File: config.mk
export PLATFORM = sky130hd
export DESIGN_NAME = rr_arbiter16
export DESIGN_NICKNAME = d
export VERILOG_FILES = /design/src/rtl/rr_arbiter16.sv
export SDC_FILE = /design/constraint.sdc
export NUM_CORES = 1
export LEC_CHECK = 0
export CORE_ASPECT_RATIO = 1.75
export CORE_MARGIN = 4
export CORE_UTILIZATION = 50
export DETAILED_ROUTE_END_ITERATION = 7
export MAX_ROUTING_LAYER = met4
export PLACE_DENSITY = 0.78
export SYNTH_ARGS = -nofsm -noshare
export SYNTH_HDL_FRONTEND = slang
export SYNTH_SLANG_ARGS = --single-unit
export TNS_END_PERCENT = 20
File: constraint.sdc
create_clock -name clk -period 7.92 [get_ports clk]
set_clock_uncertainty 0.15 [all_clocks]
set_input_delay 2.376 -clock clk [delete_from_list [all_inputs] [get_ports clk]]
set_output_delay 2.376 -clock clk [all_outputs]
set_load 0.01 [all_outputs]
File: src/rtl/rr_arbiter16.sv
// rr_arbiter16: round-robin arbiter holding a registered one-hot grant.
// Optional forced release after MAX_HOLD cycles: define RR_ARB_HOLD_TIMEOUT_EN.
module rr_arbiter16 #(
  parameter int N        = 16,
  parameter int IW       = 4,
  parameter int MAX_HOLD = 15
) (
  input  logic          clk,
  input  logic          rst,
  input  logic [N-1:0]  req,
  input  logic          releaseHold,
  output logic [N-1:0]  grant,
  output logic          grant_valid,
  output logic [IW-1:0] grant_idx,
  output logic          timeout
);

  if (N < 2 || N > 16 || (1 << IW) < N ||
      MAX_HOLD < 1 || MAX_HOLD > 255) begin : gBadParam
    $error("rr_arbiter16: parameter out of range");
  end

  typedef enum logic {IDLE, HOLD} stateT;

  stateT         state;
  logic [IW-1:0] ptr;
  logic [IW-1:0] winner;
  logic [IW-1:0] nextPtr;
  logic [IW:0]   sum;
  logic [2*N-1:0] reqRot;
  logic          found;
  logic          relCond;
  logic          atLimit;

  // Rotate so that bit 0 of reqRot is the requester at ptr.
  assign reqRot = {req, req} >> ptr;

  always_comb begin
    found  = 1'b0;
    winner = '0;
    sum    = '0;
    for (int i = 0; i < N; i++) begin
      if (!found && reqRot[i]) begin
        found = 1'b1;
        sum   = {1'b0, ptr} + (IW+1)'(i);
        if (sum >= (IW+1)'(N))
          sum = sum - (IW+1)'(N);
        winner = sum[IW-1:0];
      end
    end
  end

  assign relCond = releaseHold | ~|(req & grant);
  assign nextPtr = (grant_idx == IW'(N - 1)) ?
                   '0 : grant_idx + 1'b1;

`ifdef RR_ARB_HOLD_TIMEOUT_EN
  logic [7:0] hcnt;
  assign atLimit = (hcnt == 8'(MAX_HOLD - 1));
`else
  assign atLimit = 1'b0;
  assign timeout = 1'b0;
`endif

  always_ff @(posedge clk) begin
    if (rst) begin
      state       <= IDLE;
      grant       <= '0;
      grant_valid <= 1'b0;
      grant_idx   <= '0;
      ptr         <= '0;
`ifdef RR_ARB_HOLD_TIMEOUT_EN
      hcnt        <= '0;
      timeout     <= 1'b0;
`endif
    end else begin
`ifdef RR_ARB_HOLD_TIMEOUT_EN
      timeout <= 1'b0;
`endif
      unique case (state)
        IDLE: begin
          if (found) begin
            grant       <= N'(1) << winner;
            grant_idx   <= winner;
            grant_valid <= 1'b1;
            state       <= HOLD;
`ifdef RR_ARB_HOLD_TIMEOUT_EN
            hcnt        <= '0;
`endif
          end
        end
        HOLD: begin
          if (relCond || atLimit) begin
            grant       <= '0;
            grant_valid <= 1'b0;
            grant_idx   <= '0;
            ptr         <= nextPtr;
            state       <= IDLE;
`ifdef RR_ARB_HOLD_TIMEOUT_EN
            // A normal release in the same cycle wins over the limit.
            timeout     <= ~relCond;
`endif
          end
`ifdef RR_ARB_HOLD_TIMEOUT_EN
          else if (hcnt != 8'hFF) begin
            hcnt <= hcnt + 8'd1;
          end
`endif
        end
      endcase
    end
  end

endmodule

# == Word-level counts from Yosys, hierarchy flattened ==
# Index checks and enable logic that the tools add are counted.
# classes
n_addsub,32
mul,0
n_div,0
magnitude_cmp,16
n_eq_ne,3
shift,2
n_mux,61
bitwise_logic,3
n_reduce_logical,34
# ops
cell,count
4-bit 2-to-1 mux,35
"5-bit greater-or-equal comparator, second input constant",15
"4-bit by 1-bit subtractor with 4-bit output, second input constant",16
"4-bit by 4-bit adder with 5-bit output, second input constant",8
16-bit 2-to-1 mux,2
16-bit one-hot mux with 2 select lines,1
32-bit by 4-bit >> shifter with 16-bit output,1
"4-bit by 3-bit adder with 5-bit output, second input constant",4
1-bit 2-to-1 mux,20
16-bit AND,1
1-bit zero test,16
16-bit OR reduction,1
"1-bit by 4-bit left shift with 16-bit output, first input constant",1
1-bit logical AND,15
"4-bit by 2-bit adder with 5-bit output, second input constant",2
4-bit one-hot mux with 2 select lines,1
"4-bit by 1-bit adder with 5-bit output, second input constant",1
"4-bit by 5-bit greater-or-equal comparator with 1-bit output, second input constant",1
"4-bit by 1-bit adder with 4-bit output, second input constant",1
"4-bit equality test, second input constant",1
1-bit one-hot mux with 2 select lines,2
2-bit AND reduction,2
"2-bit by 1-bit != test with 1-bit output, second input constant",1
"2-bit != test, second input constant",1
other kinds (2),2
# totals
register_bits,26
latchBits,0
mem_bits_rw,0
mem_bits_ro,0
in_bits,19
output_inout_bits,22
word_cells,156
mem_count,0

# == Depth between registers and ports, before layout ==
# Gate-level depths: netlist (run 1).
# depth
ltp_word,50
ltp_mapped,16
depth_no_buf,12

# == Worst setup path after synthesis (run 1) ==
# OpenSTA, ideal clock, no wires.
# synth_timing
kind,input-to-reg
start,input req[6]
end,register grant[8]
setup_ns,0.060
t_arrival_ns,4.956
required_time_ns,7.710
slack_ns,2.754
stages,11
path_buffers,1
path_cell_list,mux4_1 > mux2i_2 > mux2_2 > o221ai_4 > or3_1 > buf_6 > nor3_1 > o41ai_1 > a21o_1 > nor3_2 > a32o_2
# synth_between
elab_chain_cells,50
word_cells_on_any_way,73
cone_classes,eq/ne (2); shift (2); mux (34); bitwise (2); reduce/logical (33)
# synth_lines
item,line,text
from (decl),10,"input logic [N-1:0] req,"
32-bit by 4-bit >> shifter with 16-bit output,36,"assign reqRot = {req, req} >> ptr;"
1-bit 2-to-1 mux,43,if (!found && reqRot[i]) begin
1-bit zero test,43,
1-bit logical AND,43,
1-bit 2-to-1 mux,43,
1-bit zero test,43,
1-bit logical AND,43,
1-bit 2-to-1 mux,43,
[34 not listed],-,
1-bit logical AND,43,
1-bit 2-to-1 mux,43,
1-bit zero test,43,
1-bit logical AND,43,
4-bit 2-to-1 mux,43,
1-bit by 4-bit left shift with 16-bit output,83,grant <= N'(1) << winner;
16-bit 2-to-1 mux,82,if (found) begin
16-bit one-hot mux with 2 select lines,80,unique case (state)
to (signal assigned),83,
to (decl),12,"output logic [N-1:0] grant,"
# Several ways; a longest one is shown, not always the timed one. The select of a mux whose other input is x is not followed.
# A chain may end at the register's enable or synchronous reset.

# == Worst setup path in the final report (run 1) ==
# layout_timing
start,input req[14]
end,register grant[10]
# The elaborated chain is that of the path after synthesis.

==> qor.csv, run 1 <==
stage;metric;value;unit
clocking;cts-resized-gates;0;
place;dp.cells;562;
yosys;syn_area;3930;µm²
final_layout;final_nets;506;
grt;track_usage;30.6;%
final_layout;drive_gt1_share;15.7;%
outcome;outcome;completed;
grt;grt_overflow;0;
timing;final-setup-viol-count;0;
drt;wl_per_cell;23.9;µm
worst_setup_path;r2r_cells;11;
final_layout;final_common_cell;nand2_1;
clocking;cts_buffers;3;
final_layout;fin_cells;566;
floorplan;start_util;51.6;%
floorplan;die_w;75.0;µm
power;p_int;761;µW
floorplan;die_y;125;µm
yosys;synth_top_cell_by_area;dfxtp_1;
timing;hold_viol;0;
drt;vias;4056;
worst_hold_path;hold_start;grant_valid;
drt;drt-total-wl;13500;µm
floorplan;die_area;9400;µm²
yosys;synth-seq-cells;26;
final_layout;mostFrequentLayoutCells;nand2_1 (41), clkdlybuf4s50_1 (39), nor2_1 (38), a21oi_1 (26), dfxtp_1 (23);
grt;first_global_vias;3879;
yosys;synth.distinct_cells;86;
timing;slew_viol_final;0;
yosys;synth_ff_type;dfxtp_1;
worst_hold_path;hold_class;flip-flop to flip-flop;
yosys;synth_edf_count;0;
final_layout;n_fill_cell;672;
worst_setup_path;crit_fanout;12;
yosys;synth_cells;461;
floorplan;ioPinCount;41;
timing;relSlewSlack;33.6;%
power;power_switching_share;54.8;%
worst_hold_path;min_delay_path_depth;2;
place;hpwl;10700;µm
power;clkPwrFrac;7.3;%
final_layout;diodes;0;
power;combPwrFrac;78.4;%
grt;antenna_found_initial;0;
timing;post-route-min-period;6430;ps
drt;drt_iter0_markers;334;
yosys;synth_top_cell_area_share;13.2;%
yosys;ys_seq_area_share;13.2;%
final_layout;syn_to_final_growth;9.90;%
clocking;path_clk_slew;60;ps
clocking;h-tree-depth;1;
grt;grt_max_degree;47;
timing;tightestPinTransition;996;ps
yosys;synthTopCellsByArea;dfxtp_1 (13%), mux4_2 (11%), mux2i_1 (5.1%);
yosys;synth_fp_nets;488;
power;p_seq_share;14.3;%
drt;drc_errors;0;
power;leakage;0.00144;µW
yosys;synth-async-reset-ratio;0;%
drt;drt_first_pass_iters;7;
worst_setup_path;end_kind;flip-flop;
power;vdd_ir_drop_max;0.000256;V
worst_setup_path;required;7930;ps
floorplan;rows;42;
power;power_switching;924;µW
place;io_buffers;39;
worst_setup_path;r2r-end;grant[10];
yosys;syn_avg_cell_area;8.52;µm²
clocking;insertion_delay;270;ps
power;power_density;390;nW/µm²
grt;grt_pass1_wl;21400;µm
drt;vias_per_cell;7.17;
timing;tns;0;ps
worst_hold_path;hold_path_end;grant_valid;
timing;fmax;155;MHz
worst_setup_path;crit_type;input pin to flip-flop;
clocking;root_buffer;clkbuf_16;
drt;ant_nets;0;
clocking;cts_max_path_buffers;2;
clocking;post-cts-setup-buffer-count;0;
job;maxCapViolCount;0;
clocking;clock-sinks;26;
worst_setup_path;cp-startpoint;req[14];
clocking;cts_tree;built;
place;gp_congestion;0.973;
worst_setup_path;setup.worst_path.start_class;input pin;
timing;rsz0062_at_grt;false;
floorplan;fp.coreArea;7620;µm²
timing;setup_slack;1490;ps
worst_setup_path;r2r_setup_slack;3240;ps
clocking;cts_hold_buf;0;
yosys;ys_warn_count;0;
worst_setup_path;r2r_start;ptr[1];
worst_setup_path;worstPathArrival;6440;ps
timing;finalCritPeriodShare;81.2;%
place;post-place-ws;1290;ps
==> through the flow <==
| step | area [µm²] | util [%] | hold WS (ps) | power [µW] |
|---|---|---|---|---|
| after floorplan | 3930 | - | 312 | 1190 |
| after global placement | 4230 | 55.5 | 298 | 1530 |
| after detailed placement | 4230 | 55.5 | 303 | 1540 |
| after CTS | 4320 | 56.7 | 311 | 1660 |
| after global routing | 4320 | 56.7 | 341 | 1790 |
| final | 4320 | 56.7 | 314 | 1690 |
==> logic make-up after synthesis <==
group,Yosys count,share of synthesized area (%)
AND/OR/NAND/NOR,171,22.7
XOR/XNOR,10,2.23
AO/OA/AOI/OAI,146,28.3
buffers and inverters,38,6.72
other,1,0.0954
multiplexers,61,24.1
adder cells (fa/ha/maj),8,2.55
flip-flops,26,13.2
==> state kept, by name, indices dropped and copies added (netlist names) <==
register,flops
grant,16
grant_idx,4
ptr,4
grant_valid,1
state,1
==> synth_stat cells, types with 7 or more instances <==
cell type	n
or2_2	8
nand2_1	41
mux2_2	15
nand2b_1	11
a21oi_1	26
nor2_1	38
o21ai_0	15
o21ai_1	11
nor3_1	10
dfxtp_1	26
ha_1	8
mux4_2	20
inv_1	8
a22oi_1	11
buf_6	10
a211oi_1	8
xor2_1	8
a22o_1	10
clkbuf_1	10
mux2i_1	20
nor2b_1	7
nand3_1	16
==> per-layer routing <==
layer,track usage (%),wire length [µm],vias up,part of all wire (%)
met1,33.3,4720,1962,35
li1,-,-,1838,-
met5,-,0,-,0
met2,52.2,7280,199,54
met4,18.2,951,0,7.0
met3,2.09,579,57,4.3
==> final cells by class <==
type                       count  area (µm²)  area share (%)
tap                           88         110            2.55
sequential                    26         524            12.1
clock buffer                   4        88.8            2.06
multi-input combinational    397        3140            72.8
inverter                       8        30.0           0.695
timing repair buffer          43         420            9.74
==> worst max path at each step <==
stage	cells past startpoint	to	slack, ps
final	11	grant[10]	1490
after global routing	11	grant[0]	1120
after CTS	11	grant[1]	1570
after detailed placement	11	grant[1]	1290
after global placement	11	grant[10]	1420
after floorplan	11	grant[8]	2750
==> critical path, cell delays in order <==
cell and delay [ps]:
clkdlybuf4s50_1 550, mux4_1 630, mux2i_1 670, and3_1 330, o221ai_4 150, nor3_1 430
nand4b_1 250, a31oi_1 300, a2bb2oi_2 400, nor2_1 130, a22o_1 220
==> power groups by stage <==
stage / clock network [µW] / logic [µW] / registers, µW
finish: 123 / 1320 / 241
global route: 127 / 1410 / 250
CTS: 123 / 1300 / 241
detailed placement: 0 / 1290 / 243
global placement: 0 / 1290 / 242
floorplan: 0 / 983 / 207
Power figures use the tool's default switching activity.
==> run 2: changes to the inputs <==
Settings changed: PLACE_DENSITY 0.78 to 0.81.
Clock period 7.92 ns to 5.5 ns, I/O delays scaled along.
==> qor.csv, run 2 (synthesis results as in run 1) <==
stage;metric;value;unit;change
worst_setup_path;setup.worst_path.start_class;input pin;;unchanged
timing;tightestPinTransition;875;ps;was 996 ps
timing;slew_viol_final;0;;unchanged
clocking;cts_max_path_buffers;2;;unchanged
worst_setup_path;crit_fanout;10;;was 12
power;power_density;567;nW/µm²;was 390 nW/µm²
drt;drt-total-wl;13900;µm;was 13500 µm
final_layout;mostFrequentLayoutCells;nand2_1 (41), clkdlybuf4s50_1 (39), nor2_1 (38), a21oi_1 (26);;was nand2_1 (41), clkdlybuf4s50_1 (39), nor2_1 (38), a21oi_1 (26), dfxtp_1 (23)
clocking;cts_tree;built;;unchanged
grt;grt_pass1_wl;22300;µm;was 21400 µm
clocking;cts_hold_buf;0;;unchanged
timing;rsz0062_at_grt;false;;unchanged
grt;grt_overflow;0;;unchanged
clocking;path_clk_slew;60;ps;about the same
floorplan;fp.coreArea;7620;µm²;unchanged
final_layout;final_nets;525;;was 506
drt;drc_errors;0;;unchanged
grt;antenna_found_initial;0;;unchanged
worst_setup_path;crit_type;input pin to flip-flop;;unchanged
worst_setup_path;r2r_setup_slack;1200;ps;was 3240 ps
worst_setup_path;worstPathArrival;5290;ps;was 6440 ps
worst_setup_path;r2r-end;grant[8];;was grant[10]
clocking;cts-resized-gates;0;;unchanged
job;maxCapViolCount;0;;unchanged
final_layout;largest_register;grant;;unchanged
timing;finalCritPeriodShare;95.3;%;
power;vdd_ir_drop_max;0.000370;V;was 0.000256 V
clocking;insertion_delay;250;ps;was 270 ps
worst_hold_path;min_delay_path_depth;2;;unchanged
power;power_switching_share;53.8;%;was 54.8%
floorplan;die_y;125;µm;unchanged
timing;final-setup-viol-count;0;;unchanged
drt;ant_nets;0;;unchanged
final_layout;reg.largest.list;grant: 16 flops, grant_idx: 4 flops, ptr: 4 flops;;unchanged
power;p_seq_share;14.0;%;was 14.3%
place;hpwl;10900;µm;was 10700 µm
worst_setup_path;r2r_cells;10;;was 11
floorplan;die_area;9400;µm²;unchanged
worst_setup_path;required;5550;ps;was 7930 ps
clocking;post-cts-setup-buffer-count;0;;unchanged
drt;vias;4177;;was 4056
worst_hold_path;hold_path_end;grant_valid;;unchanged
power;p_int;1160;µW;was 761 µW
grt;first_global_vias;4208;;was 3879
power;clkPwrFrac;6.2;%;was 7.3%
timing;tns;0;ps;unchanged
worst_setup_path;end_kind;flip-flop;;unchanged
grt;grt_max_degree;46;;was 47
grt;track_usage;31.3;%;was 30.6%
final_layout;seqCellArea;524;µm²;unchanged
final_layout;drive_gt1_share;18.8;%;was 15.7%
floorplan;rows;42;;unchanged
drt;wl_per_cell;23.8;µm;was 23.9 µm
worst_hold_path;hold_class;flip-flop to flip-flop;;unchanged
final_layout;multi_input_area;3140;µm²;unchanged
drt;vias_per_cell;7.15;;was 7.17
clocking;root_buffer;clkbuf_16;;unchanged
worst_setup_path;cp-startpoint;req[15];;was req[14]
floorplan;die_w;75.0;µm;unchanged
power;leakage;0.00153;µW;was 0.00144 µW
final_layout;final_common_cell;nand2_1;;unchanged
power;power;2520;µW;was 1690 µW
clocking;clock-sinks;26;;unchanged
place;io_buffers;39;;unchanged
clocking;cts_buffers;3;;unchanged
power;power_switching;1360;µW;was 924 µW
clocking;h-tree-depth;1;;unchanged
place;gp_congestion;1.03;;was 0.973
worst_hold_path;hold_start;grant_valid;;unchanged
timing;relSlewSlack;41.7;%;was 33.6%
drt;drt_first_pass_iters;5;;was 7
floorplan;ioPinCount;41;;unchanged
worst_setup_path;r2r_start;ptr[1];;unchanged
timing;post-route-min-period;5240;ps;
outcome;outcome;completed;;unchanged
final_layout;n_fill_cell;653;;was 672
floorplan;start_util;51.6;%;unchanged
timing;hold_viol;0;;unchanged
final_layout;syn_to_final_growth;13.2;%;was 9.90%
final_layout;largest_reg_flops;16;;unchanged
drt;drt_iter0_markers;420;;was 334
power;combPwrFrac;79.8;%;was 78.4%
timing;fmax;191;MHz;
final_layout;diodes;0;;unchanged
[run 2: changes by cell type in the layout (fill, tap and decap cells not counted)]
| cell | delta |
|---|---|
| buf_4 | +19 |
| clkbuf_8 | -1 |
[run 2: layout make-up]
cell class / count / share of cell area [%]
Clock buffer: 3 / 1.69
Tap cell: 88 / 2.48
Inverter: 8 / 0.675
Multi-Input combinational cell: 397 / 70.7
Sequential cell: 26 / 11.8
Timing Repair Buffer: 62 / 12.7
[run 2: routing by layer]
metal,track usage (%),share of wire (%),vias up
met5,-,0,-
met4,19.8,7.8,0
met3,2.57,5.3,84
met2,51.7,52,239
met1,35.0,35,1973
li1,-,-,1881
[run 2: metrics by stage]
step / setup WS (ps) / cells / instance area [µm²] / hold slack [ps] / util, %
floorplan: 1060 / 461 / 3930 / 312 / -
global placement: 120 / 581 / 4370 / 298 / 57.4
detailed placement: 70.8 / 581 / 4370 / 312 / 57.4
CTS: 305 / 584 / 4450 / 312 / 58.4
global route: 42.5 / 584 / 4450 / 336 / 58.4
finish: 256 / 584 / 4450 / 314 / 58.4
[run 2: how the worst max path moves through the flow]
stage | to | cells after the start | slack [ps]
detailed placement | grant[8] | 11 | 70
global placement | grant[8] | 11 | 120
finish | grant[8] | 11 | 260
floorplan | grant[8] | 11 | 1060
CTS | grant[8] | 11 | 310
global route | grant[8] | 11 | 40
[run 2: critical path, cell delays in order]
cell and delay, ps:
clkdlybuf4s50_1 570, mux4_2 570, mux2i_1 280, mux2_2 380, o21ai_1 160, nor2_1 390
a311oi_1 150, and3_1 190, o32a_4 420, nor3_2 310, a32o_2 210
[run 2: power groups by stage]
stage	clock network, µW	registers (µW)	logic [µW]
CTS	156	351	1950
detailed placement	0	353	1940
finish	156	353	2010
global route	165	364	2150
global placement	0	351	1940
floorplan	0	299	1420
